<file path="src/rtl/sdrc_wb_pkg.sv">
// Shared types and constants for the SDRAM-controller Wishbone burst master.
//   wb_state_e      : burst FSM states
//   CTI_*           : Wishbone B3 cycle type identifiers
//   WB_WORD_BYTES   : address step per beat
package sdrc_wb_pkg;

  typedef enum logic [1:0] {
    IDLE     = 2'd0,
    WR_FETCH = 2'd1,
    WR_STB   = 2'd2,
    RD_STB   = 2'd3
  } wb_state_e;

  localparam logic [2:0] CTI_CLASSIC = 3'b000;
  localparam logic [2:0] CTI_INCR    = 3'b010;
  localparam logic [2:0] CTI_EOB     = 3'b111;

  localparam int WB_WORD_BYTES = 4;

endpackage

</file>
<file path="src/rtl/sdrc_wb_beat_timer.sv">
// Per-beat acknowledge timeout counter.
//   clk, rst_n : clock, async active-low reset
//   clr        : zero the counter (takes priority over en)
//   en         : count one strobe cycle without ack
//   expired    : asserted on the TIMEOUT-th consecutive counted cycle
module sdrc_wb_beat_timer #(
  parameter int TIMEOUT = 255
) (
  input  logic clk,
  input  logic rst_n,
  input  logic clr,
  input  logic en,
  output logic expired
);

  logic [9:0] cnt;

  always_ff @(posedge clk or negedge rst_n) begin
    if (!rst_n)   cnt <= '0;
    else if (clr) cnt <= '0;
    else if (en)  cnt <= cnt + 10'd1;
  end

  // Fires in the same cycle the count reaches TIMEOUT, so the master
  // leaves the strobe state on that edge.
  assign expired = en & ~clr & (cnt == 10'(TIMEOUT - 1));

endmodule

</file>
<file path="src/rtl/sdrc_wb_burst_master.sv">
// Wishbone B3 incrementing-burst initiator for the sdrc_top slave port.
//   wb_clk_i / wb_rst_n           : clock, async active-low reset
//   sdr_init_done                 : gates command acceptance
//   cmd_*                         : one command at a time (we, byte addr, len-1)
//   wdata_valid/ready, wdata/wsel : write beat stream
//   rdata_valid, rdata            : registered read beat stream, no backpressure
//   busy, err                     : burst active, one-cycle timeout-abort pulse
//   wb_*                          : Wishbone master signals
module sdrc_wb_burst_master
  import sdrc_wb_pkg::*;
#(
  parameter int APP_AW  = 26,
  parameter int APP_DW  = 32,
  parameter int APP_BW  = 4,
  parameter int TIMEOUT = 255
) (
  input  logic              wb_clk_i,
  input  logic              wb_rst_n,
  input  logic              sdr_init_done,
  input  logic              cmd_valid,
  output logic              cmd_ready,
  input  logic              cmd_we,
  input  logic [APP_AW-1:0] cmd_addr,
  input  logic [7:0]        cmd_len,
  input  logic              wdata_valid,
  output logic              wdata_ready,
  input  logic [APP_DW-1:0] wdata,
  input  logic [APP_BW-1:0] wsel,
  output logic              rdata_valid,
  output logic [APP_DW-1:0] rdata,
  output logic              busy,
  output logic              err,
  output logic              wb_cyc_o,
  output logic              wb_stb_o,
  output logic              wb_we_o,
  output logic [APP_AW-1:0] wb_addr_o,
  output logic [APP_DW-1:0] wb_dat_o,
  output logic [APP_BW-1:0] wb_sel_o,
  output logic [2:0]        wb_cti_o,
  input  logic              wb_ack_i,
  input  logic [APP_DW-1:0] wb_dat_i
);

  wb_state_e         state_q, state_d;
  logic [APP_AW-1:0] addr_q;
  logic [7:0]        rem_q;
  logic              we_q;
  logic [APP_DW-1:0] dat_q;
  logic [APP_BW-1:0] sel_q;
  logic [APP_DW-1:0] rdata_q;
  logic              rdata_valid_q;
  logic              err_q;

  logic strobing, ack_hit, cmd_fire, fetch_hit, last_beat, expired;
  logic addr_lsb_unused;

  assign addr_lsb_unused = ^cmd_addr[1:0];

  assign strobing  = (state_q == WR_STB) | (state_q == RD_STB);
  // Acks outside a strobe are stray and must not advance the burst.
  assign ack_hit   = wb_ack_i & strobing;
  assign cmd_ready = (state_q == IDLE) & sdr_init_done;
  assign cmd_fire  = cmd_valid & cmd_ready;
  assign fetch_hit = (state_q == WR_FETCH) & wdata_valid;
  assign last_beat = (rem_q == 8'd0);

  // Counter is held clear whenever not strobing, which also covers the
  // clear on every entry into a strobe state.
  sdrc_wb_beat_timer #(.TIMEOUT(TIMEOUT)) u_timer (
    .clk     (wb_clk_i),
    .rst_n   (wb_rst_n),
    .clr     (~strobing | ack_hit),
    .en      (strobing),
    .expired (expired)
  );

  always_ff @(posedge wb_clk_i or negedge wb_rst_n) begin
    if (!wb_rst_n) state_q <= IDLE;
    else           state_q <= state_d;
  end

  always_comb begin
    state_d = state_q;
    unique case (state_q)
      IDLE:     if (cmd_fire) state_d = cmd_we ? WR_FETCH : RD_STB;
      WR_FETCH: if (wdata_valid) state_d = WR_STB;
      WR_STB, RD_STB: begin
        if (ack_hit)      state_d = last_beat ? IDLE : (we_q ? WR_FETCH : RD_STB);
        else if (expired) state_d = IDLE;
      end
      default:  state_d = IDLE;
    endcase
  end

  always_ff @(posedge wb_clk_i or negedge wb_rst_n) begin
    if (!wb_rst_n) begin
      addr_q        <= '0;
      rem_q         <= '0;
      we_q          <= 1'b0;
      dat_q         <= '0;
      sel_q         <= '0;
      rdata_q       <= '0;
      rdata_valid_q <= 1'b0;
      err_q         <= 1'b0;
    end else begin
      if (cmd_fire) begin
        addr_q <= {cmd_addr[APP_AW-1:2], 2'b00};
        rem_q  <= cmd_len;
        we_q   <= cmd_we;
      end else if (ack_hit) begin
        addr_q <= addr_q + APP_AW'(WB_WORD_BYTES);
        if (!last_beat) rem_q <= rem_q - 8'd1;
      end
      if (fetch_hit) begin
        dat_q <= wdata;
        sel_q <= wsel;
      end
      rdata_valid_q <= ack_hit & ~we_q;
      if (ack_hit & ~we_q) rdata_q <= wb_dat_i;
      err_q <= expired;
    end
  end

  assign busy        = (state_q != IDLE);
  assign wb_cyc_o    = (state_q != IDLE);
  assign wb_stb_o    = strobing;
  assign wb_we_o     = (state_q == WR_STB);
  assign wb_addr_o   = wb_cyc_o ? addr_q : '0;
  assign wb_dat_o    = (state_q == WR_STB) ? dat_q : '0;
  assign wb_sel_o    = (state_q == RD_STB) ? '1 : ((state_q == WR_STB) ? sel_q : '0);
  assign wb_cti_o    = strobing ? (last_beat ? CTI_EOB : CTI_INCR) : CTI_CLASSIC;
  assign wdata_ready = fetch_hit;
  assign rdata_valid = rdata_valid_q;
  assign rdata       = rdata_q;
  assign err         = err_q;

endmodule

</file>
<file path="config.mk">
export PLATFORM = sky130hd
export DESIGN_NAME = sdrc_wb_burst_master
export DESIGN_NICKNAME = d
export VERILOG_FILES = /design/src/rtl/sdrc_wb_pkg.sv /design/src/rtl/sdrc_wb_beat_timer.sv /design/src/rtl/sdrc_wb_burst_master.sv
export SDC_FILE = /design/constraint.sdc
export NUM_CORES = 1
export LEC_CHECK = 0
export ABC_AREA = 1
export CAP_MARGIN = 20
export CELL_PAD_IN_SITES_DETAIL_PLACEMENT = 1
export CELL_PAD_IN_SITES_GLOBAL_PLACEMENT = 1
export CORE_MARGIN = 1.5
export CORE_UTILIZATION = 31
export DETAILED_ROUTE_END_ITERATION = 6
export HOLD_SLACK_MARGIN = 0.1
export PLACE_DENSITY_LB_ADDON = 0.1
export RECOVER_POWER = 25
export SLEW_MARGIN = 40
export SYNTH_ARGS = -nofsm -noshare
export SYNTH_HDL_FRONTEND = slang
export SYNTH_SLANG_ARGS = --single-unit
export TNS_END_PERCENT = 20
</file>
<file path="constraint.sdc">
create_clock -name wb_clk_i -period 1.9 [get_ports wb_clk_i]
set_input_delay 0.19 -clock wb_clk_i [delete_from_list [all_inputs] [get_ports wb_clk_i]]
set_output_delay 0.19 -clock wb_clk_i [all_outputs]
set_load 0.01 [all_outputs]
</file>
Word level (Yosys, flattened, before mapping)
Index checks and enable logic that the tools add are counted.

cells by class
  equal/unequal tests = 8
  reductions and logical operators = 8
  bitwise logic cells = 12
  muxes and demuxes = 21
  add/subtract/negate cells = 3

operators with widths
  operator                 number
  $mux W26                 3
  $mux W32                 1
  $add A26 B3 Y26 const B  1
  $mux W8                  3
  $mux W10                 2
  $mux W2                  7
  $add A10 B1 Y10 const B  1
  $eq A10 B8 Y1 const B    1
  $logic_not A8 Y1         1
  $mux W4                  2
  $sub A8 B1 Y8 const B    1
  $and A1 B1 Y1            7
  $mux W3                  2
  $ne A2 B2 Y1 const B     3
  $pmux W2 S3              1
  $reduce_bool A2 Y1       3
  $eq A2 B2 Y1 const B     2
  $ne A3 B3 Y1 const B     1
  $not A1 Y1               3
  $reduce_and A3 Y1        1
  $eq A2 B1 Y1 const B     1
  $logic_not A2 Y1         1
  $or A1 B1 Y1             2
  $reduce_and A2 Y1        1
  $reduce_or A2 Y1         1

storage, ports and cells
  bits of input ports = 109
  output and inout bits = 105
  register bits = 117
  word-level logic and storage cells = 62

Depth between registers and ports, before layout
Gate-level depths: netlist of the first run.

  word-level depth = 10
  mapped depth = 11
  mapped depth without buffers = 11

Cells and area by module
A second synthesis of the first run with hierarchy kept.

unflattened totals
  cell total of the unflattened synthesis = 832
  area total of the unflattened synthesis = 6,024.5 um2

modules (own cells, without submodules)
  module                area an instance (um2)  cells an instance  sequential area each (um2)  times used
  sdrc_wb_burst_master  5,455.2                 758                2,627.5                     1
  sdrc_wb_beat_timer    569.3                   74                 250.2                       1

Least setup slack after synthesis of the first run
OpenSTA, ideal clock, no wires.

  path kind = flip-flop to output port
  from = register rem_q[0]
  to = output port wb_cti_o[2]
  path buffers = 1
  cell stages (with the launch flop) = 8
  required time = 1,710 ps
  arrival time = 1,494 ps
  path slack = 216 ps
  path through = dfrtp_1 -> inv_1 -> ha_1 -> inv_1 -> nor2_1 -> nand2_1 -> nor3_1 -> buf_4

on the way
  cells in the longest elaborated chain, start to end = 3

RTL lines
  what                    RTL line                     text
  from (decl)             sdrc_wb_burst_master.sv:46   logic [7:0] rem_q;
  from (signal assigned)  sdrc_wb_burst_master.sv:108  rem_q <= cmd_len;
  from (signal assigned)  sdrc_wb_burst_master.sv:112  if (!last_beat) rem_q <= rem_q - 8'd1;
  $logic_not A8 Y1        sdrc_wb_burst_master.sv:65   assign last_beat = (rem_q == 8'd0);
  $mux W3 (2 in series)   sdrc_wb_burst_master.sv:131  assign wb_cti_o = strobing ? (last_beat ? CTI_EOB : CTI_INCR) : CTI_CLASSIC;
  to (decl)               sdrc_wb_burst_master.sv:39   output logic [2:0] wb_cti_o,

Every way passes these cells.

Worst setup path in the final report of the first run
  from = register state_q[1]
  to = output port wb_addr_o[2]

on the way
  cells in the longest elaborated chain, start to end = 2

RTL lines
  what                    RTL line                     text
  from (decl)             sdrc_wb_burst_master.sv:44   wb_state_e state_q, state_d;
  from (signal assigned)  sdrc_wb_burst_master.sv:79   else state_q <= state_d;
  $reduce_bool A2 Y1      sdrc_wb_burst_master.sv:125  assign wb_cyc_o = (state_q != IDLE);
  $mux W26                sdrc_wb_burst_master.sv:128  assign wb_addr_o = wb_cyc_o ? addr_q : '0;
  to (decl)               sdrc_wb_burst_master.sv:36   output logic [APP_AW-1:0] wb_addr_o,

Every way passes these cells.

==> results of run 1 <==
-- worst register-to-register path: stages, from the launching register on --
cell	delay (ns)
dfrtp_1	0.39
ha_1	0.21
nand2_1	0.08
nor2_1	0.16
nand2_1	0.14
buf_4	0.18
nor2_1	0.13
nand2_1	0.11
o22ai_1	0.14
nor2_1	0.07
-- final timing paths --
kind | endpoint | cells past startpoint
max | wb_addr_o[2] | 5
min | rdata[28] | 3
max reg2reg | addr_q[12] | 9
min reg2reg | rdata[1] | 2
max in group asynchronous | dat_q[17] | 3
min in group asynchronous | rdata[24] | 2
-- registers in the layout (all words and copies together) (netlist names) --
name / count
dat_q: 32
state_q: 2
we_q: 1
sel_q: 4
rdata_valid: 1
rdata: 32
addr_q: 24
rem_q: 8
err: 1
u_timer.cnt: 10
-- cells by family (layout without fill, tap and decap cells) --
group	after synthesis	in the layout	share of synthesized area, %
AOI/OAI and AO/OA	99	99	9.31
xor gates and xnor gates	4	4	0.595
adders and majority gates	4	4	0.851
buffers and inverters	141	379	9.97
DFF	115	115	48.9
other	1	2	0.0637
and+or+nand+nor	444	444	30.3
-- final cells by class --
class                      count  area (µm²)  area share (%)
inverter                     105         394            4.41
tap                          234         293            3.28
sequential                   115        2880            32.2
multi-input combinational    553        2450            27.4
timing repair buffer         242        2330            26.1
clock buffer                  19         453            5.07
clock inverter                13         134            1.50
-- timing repair --
item | in CTS | in global routing
gates resized for setup | 75 | 53
setup buffers | 1 | 1
cloned | 0 | 0
pin swaps | 3 | 3
hold endpoints to repair | 31 | 0
endpoints found under the setup margin | 62 | 45
hold buffers | 1 | 0
-- power breakdown --
group	total [mW]	switching, mW	internal, mW
Sequential	4.12	0.630	3.49
Clock	3.18	1.19	1.99
Combinational	6.35	3.52	2.84
-- layer usage --
metal,up-vias,part of all wire (%),track usage [%]
met2,143,48,33.3
met4,0,1.2,5.10
met5,-,0,0
met3,16,7.0,7.40
met1,2738,44,24.1
li1,2946,-,-
-- metrics by stage --
| stage | hold WS (ns) | util (%) | instances | setup WS (ns) |
|---|---|---|---|---|
| detailed placement | 0.199 | 45.0 | 1246 | 0.00790 |
| finish | 0.318 | 47.9 | 1281 | 0.0552 |
| floorplan | -0.106 | - | 809 | 0.216 |
| CTS | 0.295 | 47.9 | 1280 | 0.00108 |
| global route | 0.307 | 47.9 | 1281 | -0.0151 |
| global placement | 0.199 | 45.0 | 1246 | 0.0121 |
-- cells in the mapped netlist (2+ instances only) --
library cell  instances
nand2_1             270
dfrtp_1             115
nor2_1              114
inv_1                99
o21ai_0              53
nand3_1              35
buf_2                16
a21oi_1              13
o21ai_1              13
clkbuf_1             10
nor3_1               10
o211ai_1              7
buf_4                 6
inv_2                 6
nand4_1               5
a31oi_1               4
ha_1                  4
o22ai_1               4
xor2_1                3
buf_1                 2
buf_6                 2
nor2_2                2
nor2_4                2
o31ai_2               2
==> impl_summary.log, run 1 <==
INFO  metric insertion_delay = 0.41 ns
INFO  metric sequential_cell_area_fraction_in_the_yosys_report = 48.9%
INFO  metric number_of_enable_flip_flop_cells_after_synthesis = 0
INFO  metric p_leak = 4.41 nW
INFO  metric area_of_the_mapped_netlist = 5880 µm²
INFO  metric outcome = finished clean
INFO  metric critical_path.startpoint_type = flop
INFO  metric post_synthesis_cells = 808
INFO  metric timing.critical_path.slowest_stage_cell = dfrtp_1
INFO  metric clk_pin_slew = 0.06 ns
INFO  metric initial_standard_cell_utilization_of_the_core = 31.6%
INFO  metric wire_per_inst = 14.6 µm
INFO  metric holdCritStartpoint = wb_dat_i[28]
INFO  metric critical_path_buf_inv_count = 3
INFO  metric via_count_of_the_first_global_routing_pass = 6096
INFO  metric first_pass_grt_wire_length = 31100 µm
INFO  metric drt_first_iter_violations = 201
INFO  metric timing_max_transition_violations_final = 0
INFO  metric post_layout_min_period = 1.84 ns
INFO  metric final.setup.tns = 0 ns
INFO  metric min_path_type = in2reg
INFO  metric power.density_cell_area = 1530 nW/µm²
INFO  metric area.growth.synth_to_final = 51.9%
INFO  metric dieArea = 19800 µm²
INFO  metric worst_r2r_startpoint = addr_q[2]
INFO  metric finalWeightedCongestion = 0.756
INFO  metric synth_ff_type = dfrtp_1
INFO  metric synthArstFlopShare = 100%
INFO  metric overall_via_count_from_detail_route = 5843
INFO  metric total_power_of_the_final_layout = 13.7 mW
INFO  metric layout_common_cells = nand2_1 (268), clkdlybuf4s50_1 (142), dfrtp_1 (115)
INFO  metric rsz_0062_raised_after_global_routing = yes
INFO  metric grt_use_total = 19.9%
INFO  metric cts-root-buf = clkbuf_16
INFO  metric cts_made_buffers = 17
INFO  metric timing.max_slew.rel_slack = 41.2%
INFO  metric period_utilisation_layout = 97.1%
INFO  metric reg2reg_slack = 0.18 ns
INFO  metric detailedRoute.firstPassIterationCount = 4
INFO  metric crit_path_max_fanout = 24
INFO  metric final-hold-violation-count = 0
INFO  metric setup.worst_path.start = state_q[1]
INFO  metric synth_cell_types = 35
INFO  metric synth.top_cell.area_share = 48.9%
INFO  metric cts_tree = built
INFO  metric nets = 1147
INFO  metric setup-violations-final = 0
INFO  metric coreArea = 18600 µm²
INFO  metric drt_drc_violations_left = 0
INFO  metric worst_skew = 0.00746 ns
INFO  metric antenna_found_initial = 0
INFO  metric grt_overflow_total = 0
INFO  metric timing_limited_maximum_frequency = 0.542 GHz
INFO  metric total_cell_area_at_the_placement_stage = 8400 µm²
INFO  metric antenna_cells_inserted = 0
INFO  metric worst_setup_path_end_kind = primary output
INFO  metric critPathArrivalTime = 1.65 ns
INFO  metric synth_warnings = 0
INFO  metric max_slew.worst_pin.slew = 0.883 ns
INFO  metric avgViaCountPerCell = 4.56
INFO  metric placement.io_buffers = 209
INFO  metric cts_sinks = 115
INFO  metric critical_path_required = 1.71 ns
INFO  metric drt-total-wl = 18700 µm
INFO  metric drv_cap = 0
INFO  metric cts.htree.levels = 4
INFO  metric postLayoutCellArea = 8940 µm²
INFO  metric critical_path.top_delay_family = buffers and inverters
INFO  metric horizontal_die_dimension = 141 µm
INFO  metric synthDominantAreaCellType = dfrtp_1
INFO  metric final.fill_count = 2299
INFO  metric mostFrequentLayoutCell = nand2_1
INFO  metric synth.avg_cell_area = 7.28 µm²
INFO  metric critical_path.cell_chain = buf_4 > nor2_4 > buf_12 > nor2_1 > dlygate4sd2_1
INFO  metric ir_worst_vdd = 724 µV
INFO  metric grt_max_degree = 70
INFO  metric layout-drive-gt1-share = 9.46%
INFO  metric boundaryPins = 214
INFO  metric maximum_count_of_clock_buffers_along_a_single_path = 2
INFO  metric core.rowCount = 50
INFO  metric die-height = 141 µm
INFO  metric ys_top_cells_by_area = dfrtp_1 (49%), nand2_1 (17%), nor2_1 (7.3%), inv_1 (6.3%), o21ai_0 (4.5%)
INFO  metric dp_hpwl = 13700 µm
INFO  metric setup.worst_path.class = reg2out
INFO  metric critical-path-max-stage-delay = 0.40 ns
INFO  metric synth.ff_latch_count = 115
INFO  metric route.antenna.remaining_nets = 0
(Power assumes the default switching activity.)
==> run 2: changes to the inputs <==
Settings changed: CORE_UTILIZATION 31 to 34, GPL_ROUTABILITY_DRIVEN set to 0.
Clock period 1.9 ns to 2.3 ns, I/O delays scaled along.
==> run 2 against run 1 <==
Against the previous run:
- clock power is 19% lower
- power fell by 17%
- register-to-register slack better by 0.19 ns
- critical path depth is the same
- sequential power down 16%
- cell area decreased by 1.0%
- clock skew fell by 0.0013 ns
- utilization is 4.8 points higher
- sequential share of layout area increased by 0.34 points
- hold slack improved by 0.037 ns
- largest cell class unchanged
- die area shrank 8.6%
- non-clock buffer count shrank 17
==> impl_summary.log, run 2 (synthesis results as in run 1) <==
INFO  metric boundaryPins = 214 (unchanged)
INFO  metric dp_hpwl = 13300 µm (-2.8%)
INFO  metric clk_pin_slew = 0.05 ns (about the same)
INFO  metric cts.htree.levels = 4 (unchanged)
INFO  metric grt_overflow_total = 0 (unchanged)
INFO  metric mostFrequentLayoutCell = nand2_1
INFO  metric core.rowCount = 47 (-6.0%)
INFO  metric setup.worst_path.start = state_q[0]
INFO  metric first_pass_grt_wire_length = 31200 µm (+0.62%)
INFO  metric area.growth.synth_to_final = 50.3%
INFO  metric period_utilisation_layout = 96.2%
INFO  metric worstSetupPathDepth = 5 (unchanged)
INFO  metric critical-path-max-stage-delay = 0.55 ns (+0.15 ns)
INFO  metric p_leak = 4.49 nW (+1.8%)
INFO  metric setup.worst_path.class = reg2out
INFO  metric layout-drive-gt1-share = 6.24% (-3.2 points)
INFO  metric timing.critical_path.slowest_stage_cell = clkdlybuf4s50_1
INFO  metric cts-root-buf = clkbuf_16
INFO  metric rsz_0062_raised_after_global_routing = no
INFO  metric final.setup.tns = 0 ns (unchanged)
INFO  metric placement.io_buffers = 209 (unchanged)
INFO  metric final.fill_count = 2090 (-9.1%)
INFO  metric nets = 1130 (-1.5%)
INFO  metric power.density_cell_area = 1280 nW/µm² (-16%)
INFO  metric timing.max_slew.rel_slack = 26.3% (-15 points)
INFO  metric dieArea = 18100 µm² (-8.6%)
INFO  metric initial_standard_cell_utilization_of_the_core = 35.1% (+3.5 points)
INFO  metric antenna_found_initial = 0 (unchanged)
INFO  metric max_slew.worst_pin.slew = 1.11 ns (+0.223 ns)
INFO  metric layout_common_cells = nand2_1 (270), clkdlybuf4s50_1 (186), dfrtp_1 (114)
INFO  metric setup-violations-final = 0 (unchanged)
INFO  metric worst_setup_path_end_kind = primary output
INFO  metric outcome = finished clean
INFO  metric grt_max_degree = 56 (-20%)
INFO  metric critical_path.cell_chain = nor2_2 > inv_1 > buf_6 > nor2_1 > clkdlybuf4s50_1
INFO  metric wire_per_inst = 15.0 µm (+2.9%)
INFO  metric timing_limited_maximum_frequency = 0.452 GHz
INFO  metric drv_cap = 0 (unchanged)
INFO  metric utilization = 52.8% (+4.8 points)
INFO  metric route.antenna.remaining_nets = 0 (unchanged)
INFO  metric worst_hold_slack = 0.355 ns (+0.0365 ns)
INFO  metric crit_path_max_fanout = 32 (+33%)
INFO  metric worst_skew = 0.00617 ns (-0.00129 ns)
INFO  metric rr_worst_depth = 12 (+3)
INFO  metric critical_path_buf_inv_count = 3 (unchanged)
INFO  metric ff_to_ff_end = rem_q[7]
INFO  metric critical_path_required = 2.07 ns (+0.36 ns)
INFO  metric grt_use_total = 21.8% (+1.9 points)
INFO  metric cts_sinks = 115 (unchanged)
INFO  metric antenna_cells_inserted = 0 (unchanged)
INFO  metric cts_tree = built
INFO  metric drt-total-wl = 18700 µm (about the same)
INFO  metric horizontal_die_dimension = 135 µm (-4.4%)
INFO  metric critPathArrivalTime = 1.98 ns (+0.33 ns)
INFO  metric ir_worst_vdd = 732 µV (+1.0%)
INFO  metric coreArea = 16800 µm² (-10%)
INFO  metric drt_first_iter_violations = 221 (+10%)
INFO  metric detailedRoute.firstPassIterationCount = 4 (unchanged)
INFO  metric worst_r2r_startpoint = rem_q[0]
INFO  metric cts_made_buffers = 17 (unchanged)
INFO  metric worst_setup_ep = wb_dat_o[26]
INFO  metric min_path_type = in2reg
INFO  metric timing_max_transition_violations_final = 0 (unchanged)
INFO  metric final-hold-violation-count = 0 (unchanged)
INFO  metric critical_path.startpoint_type = flop
INFO  metric avgViaCountPerCell = 4.69 (+2.9%)
INFO  metric reg2reg_slack = 0.37 ns (+0.19 ns)
INFO  metric critical_path.top_delay_family = buffers and inverters
INFO  metric insertion_delay = 0.41 ns (about the same)
INFO  metric maximum_count_of_clock_buffers_along_a_single_path = 2 (unchanged)
INFO  metric via_count_of_the_first_global_routing_pass = 6180 (+1.4%)
INFO  metric post_layout_min_period = 2.21 ns
INFO  metric drt_drc_violations_left = 0 (unchanged)
INFO  metric die-height = 135 µm (-4.4%)
INFO  metric overall_via_count_from_detail_route = 5843 (unchanged)
[run 2: cell types whose count changed in the layout (fill, tap and decap cells not counted), moves of 7 or more]
cell | previous run | this run
clkbuf_2 | 8 | 1
dlygate4sd2_1 | 22 | 2
dlymetal6s2s_1 | 4 | 20
clkdlybuf4s50_1 | 142 | 186
buf_4 | 25 | 10
clkdlybuf4s15_1 | 31 | 0
[run 2: final cells by class]
cell class / count / area [µm²] / share of cell area [%]
sequential: 115 / 2880 / 32.5
multi-input combinational: 553 / 2440 / 27.6
timing repair buffer: 225 / 2290 / 25.8
clock buffer: 22 / 494 / 5.59
inverter: 105 / 394 / 4.46
tap: 220 / 275 / 3.11
clock inverter: 5 / 77.6 / 0.877
[run 2: how the worst min path moves through the flow]
stage | start | endpoint | slack (ns) | cells past startpoint
after floorplan | wb_rst_n | addr_q[10] | -0.07 | 0
after global placement | wb_rst_n | rdata[21] | 0.26 | 1
after detailed placement | wb_rst_n | rdata[16] | 0.27 | 1
after CTS | wb_dat_i[25] | rdata[25] | 0.34 | 3
after global routing | wb_dat_i[26] | rdata[26] | 0.35 | 3
final | wb_dat_i[25] | rdata[25] | 0.35 | 3
[run 2: through the flow]
step | instances | instance area (µm²) | setup WS, ns | power [mW]
after global placement | 1216 | 8220 | 0.208 | 8.67
after detailed placement | 1216 | 8220 | 0.170 | 8.80
after floorplan | 809 | 5890 | 0.576 | 6.14
final | 1245 | 8850 | 0.0880 | 11.3
after CTS | 1245 | 8820 | 0.0124 | 11.5
after global routing | 1245 | 8850 | 0.0121 | 12.2
[run 2: report_power, final]
group          total [mW]  internal (mW)  switching [mW]
registers            3.45           2.88           0.563
clock network        2.59           1.70           0.886
logic                5.30           2.45            2.85
[run 2: worst reg2reg max path: stages (launching register included)]
cell and delay, ns:
dfrtp_1 0.38, inv_1 0.12, ha_1 0.15, inv_1 0.04
nor2_1 0.12, nand2_1 0.11, buf_4 0.15, o21ai_2 0.30
nand2_4 0.15, inv_2 0.12, nor2_1 0.06, nand2_1 0.05
nand2_1 0.04
[run 2: timing repair]
item,in CTS,in global routing
setup endpoints to repair,34,31
setup buffers,1,0
endpoints found under the hold margin,37,0
hold buffers,1,0
resized for setup,6,21
pin swaps,1,0
cloned,0,0
[run 2: metal layers]
metal / wire, µm / share of wire, % / global-route usage [%]
met1: 8330 / 45 / 27.3
met4: 211 / 1.1 / 5.56
met3: 1150 / 6.2 / 6.79
met5: 0 / 0 / 0
met2: 8980 / 48 / 36.7
==> run 3: changes to the inputs <==
Settings changed: CTS_CLUSTER_DIAMETER set to 80, SKIP_LAST_GASP set to 1, SLEW_MARGIN 40 to not set.
==> run 3 against run 2 <==
Against the previous run:
- highest routed layer unchanged
- die area stayed put
- clock-buffer cell count stayed put
- non-clock buffer count stayed put
- global-route usage stayed put
- hold slack hardly changed
- first-iteration DRC count is 3.2% higher
- largest power group unchanged
- sequential power hardly changed
- worst setup slack worse by 0.041 ns
- wire length is 0.14% lower
- flip-flop and latch count stayed put
==> impl_summary.log, run 3 (synthesis results as in run 1) <==
INFO  metric outcome = finished clean
INFO  metric mostFrequentLayoutCell = nand2_1
INFO  metric dp_hpwl = 13300 µm (unchanged)
INFO  metric rsz_0062_raised_after_global_routing = yes
INFO  metric cts_tree = built
INFO  metric layout.cells.non_filler = 1245 (unchanged)
INFO  metric max_slew.worst_pin.slew = 1.11 ns (+0.00591 ns)
INFO  metric maximum_count_of_clock_buffers_along_a_single_path = 2 (unchanged)
INFO  metric clk_pin_slew = 0.05 ns (about the same)
INFO  metric final-hold-violation-count = 0 (unchanged)
INFO  metric die-height = 135 µm (unchanged)
INFO  metric setup.worst_path.start = state_q[0]
INFO  metric postLayoutCellArea = 8810 µm² (-0.42%)
INFO  metric drv_cap = 0 (unchanged)
INFO  metric dieArea = 18100 µm² (unchanged)
INFO  metric layout_setup_ws = 0.0466 ns (-0.0414 ns)
INFO  metric worst_setup_ep = wb_dat_o[18]
INFO  metric grt_use_total = 21.8% (unchanged)
INFO  metric post-place-cells = 1216 (unchanged)
INFO  metric reg2reg_slack = 0.37 ns (about the same)
INFO  metric area.growth.synth_to_final = 49.7%
INFO  metric post_layout_min_period = 2.25 ns (+0.0414 ns)
INFO  metric nets = 1130 (unchanged)
INFO  metric cts-root-buf = clkbuf_16
INFO  metric dp_worst_setup_slack = 0.170 ns (unchanged)
INFO  metric power.density_cell_area = 1290 nW/µm² (+0.58%)
INFO  metric worst_r2r_startpoint = rem_q[0]
INFO  metric ir_worst_vdd = 728 µV (-0.55%)
INFO  metric layout-drive-gt1-share = 6.15% (-0.098 points)
INFO  metric placement.io_buffers = 209 (unchanged)
INFO  metric core.rowCount = 47 (unchanged)
INFO  metric timing_max_transition_violations_final = 0 (unchanged)
INFO  metric period_utilisation_layout = 98.0% (+1.8 points)
INFO  metric antenna_found_initial = 0 (unchanged)
INFO  metric worst_skew = 0.00620 ns (+0.0000357 ns)
INFO  metric setup-violations-final = 0 (unchanged)
INFO  metric critPathArrivalTime = 2.02 ns (+0.04 ns)
INFO  metric avgViaCountPerCell = 4.70 (+0.22%)
INFO  metric critical_path_required = 2.07 ns (about the same)
INFO  metric grt_overflow_total = 0 (unchanged)
INFO  metric overall_via_count_from_detail_route = 5856 (+0.22%)
INFO  metric crit_path_max_fanout = 32 (unchanged)
INFO  metric route.antenna.remaining_nets = 0 (unchanged)
INFO  metric drt_first_iter_violations = 228 (+3.2%)
INFO  metric drt-total-wl = 18700 µm (-0.14%)
INFO  metric setup.worst_path.class = reg2out
INFO  metric first_pass_grt_wire_length = 31200 µm (unchanged)
INFO  metric boundaryPins = 214 (unchanged)
INFO  metric total_cell_area_at_the_placement_stage = 8220 µm² (unchanged)
INFO  metric layout_common_cells = nand2_1 (270), clkdlybuf4s50_1 (200), dfrtp_1 (114)
INFO  metric via_count_of_the_first_global_routing_pass = 6180 (unchanged)
INFO  metric detailedRoute.firstPassIterationCount = 4 (unchanged)
INFO  metric wire_per_inst = 15.0 µm (-0.14%)
INFO  metric timing.max_slew.rel_slack = 25.9% (-0.39 points)
INFO  metric antenna_cells_inserted = 0 (unchanged)
INFO  metric cts.htree.levels = 4 (unchanged)
INFO  metric timing_limited_maximum_frequency = 0.444 GHz (-1.8%)
INFO  metric horizontal_die_dimension = 135 µm (unchanged)
INFO  metric critical_path.startpoint_type = flop
INFO  metric min_path_type = in2reg
INFO  metric ff_to_ff_end = rem_q[7]
INFO  metric coreArea = 16800 µm² (unchanged)
INFO  metric drt_drc_violations_left = 0 (unchanged)
INFO  metric worst_setup_path_end_kind = primary output
INFO  metric rr_worst_depth = 12 (unchanged)
INFO  metric p_leak = 4.26 nW (-5.2%)
INFO  metric insertion_delay = 0.41 ns (about the same)
INFO  metric cts_sinks = 115 (unchanged)
INFO  metric cts_made_buffers = 17 (unchanged)
INFO  metric final.setup.tns = 0 ns (unchanged)
INFO  metric initial_standard_cell_utilization_of_the_core = 35.1% (unchanged)
INFO  metric grt_max_degree = 56 (unchanged)
==> run 3: stage by stage <==
| stage | utilization [%] | power (mW) | hold slack [ns] |
|---|---|---|---|
| after detailed placement | 49.1 | 8.80 | 0.268 |
| after CTS | 52.6 | 11.5 | 0.339 |
| after global routing | 52.6 | 12.3 | 0.351 |
| final | 52.6 | 11.3 | 0.355 |
| after floorplan | - | 6.14 | -0.0656 |
| after global placement | 49.1 | 8.67 | 0.262 |
==> run 3: what timing repair did <==
action	CTS	global route
hold buffers	1	0
endpoints found under the setup margin	34	31
pin swaps	1	0
hold endpoints to repair	37	0
setup buffers	1	0
resized for setup	6	6
==> run 3: cell type report <==
cell class	instances	area, µm²
repair buffers	225	2250
well taps	220	275
clock buffers	22	494
multi-input cells	553	2440
flip-flops and latches	115	2880
fillers	2099	7950
clock inverters	5	77.6
inverters	105	394
==> run 3: critical path, cell delays in order, from the launching register on <==
cell	delay (ns)
dfrtp_2	0.48
nor2_1	0.17
inv_1	0.07
buf_6	0.18
nor2_1	0.15
clkdlybuf4s50_1	0.56
==> run 3: routing by layer <==
metal  track usage [%]  share of wire (%)
met2              36.7                 48
met3              6.79                6.3
met5                 0                  0
met1              27.3                 45
met4              5.56                1.1
==> run 3: worst min path at each step <==
| stage | from | end | slack [ns] | cells past startpoint |
|---|---|---|---|---|
| 2_1_floorplan | wb_rst_n | addr_q[10] | -0.07 | 0 |
| 3_3_place_gp | wb_rst_n | rdata[21] | 0.26 | 1 |
| 3_5_place_dp | wb_rst_n | rdata[16] | 0.27 | 1 |
| 4_1_cts | wb_dat_i[25] | rdata[25] | 0.34 | 3 |
| 5_1_grt | wb_dat_i[26] | rdata[26] | 0.35 | 3 |
| 6_report | wb_dat_i[25] | rdata[25] | 0.35 | 3 |
==> run 3: where the power goes <==
part	total (mW)	switching (mW)	internal, mW	leakage, nW
combinational	5.32	2.85	2.47	2.54
sequential	3.44	0.560	2.88	1.43
clock	2.59	0.887	1.70	0.282
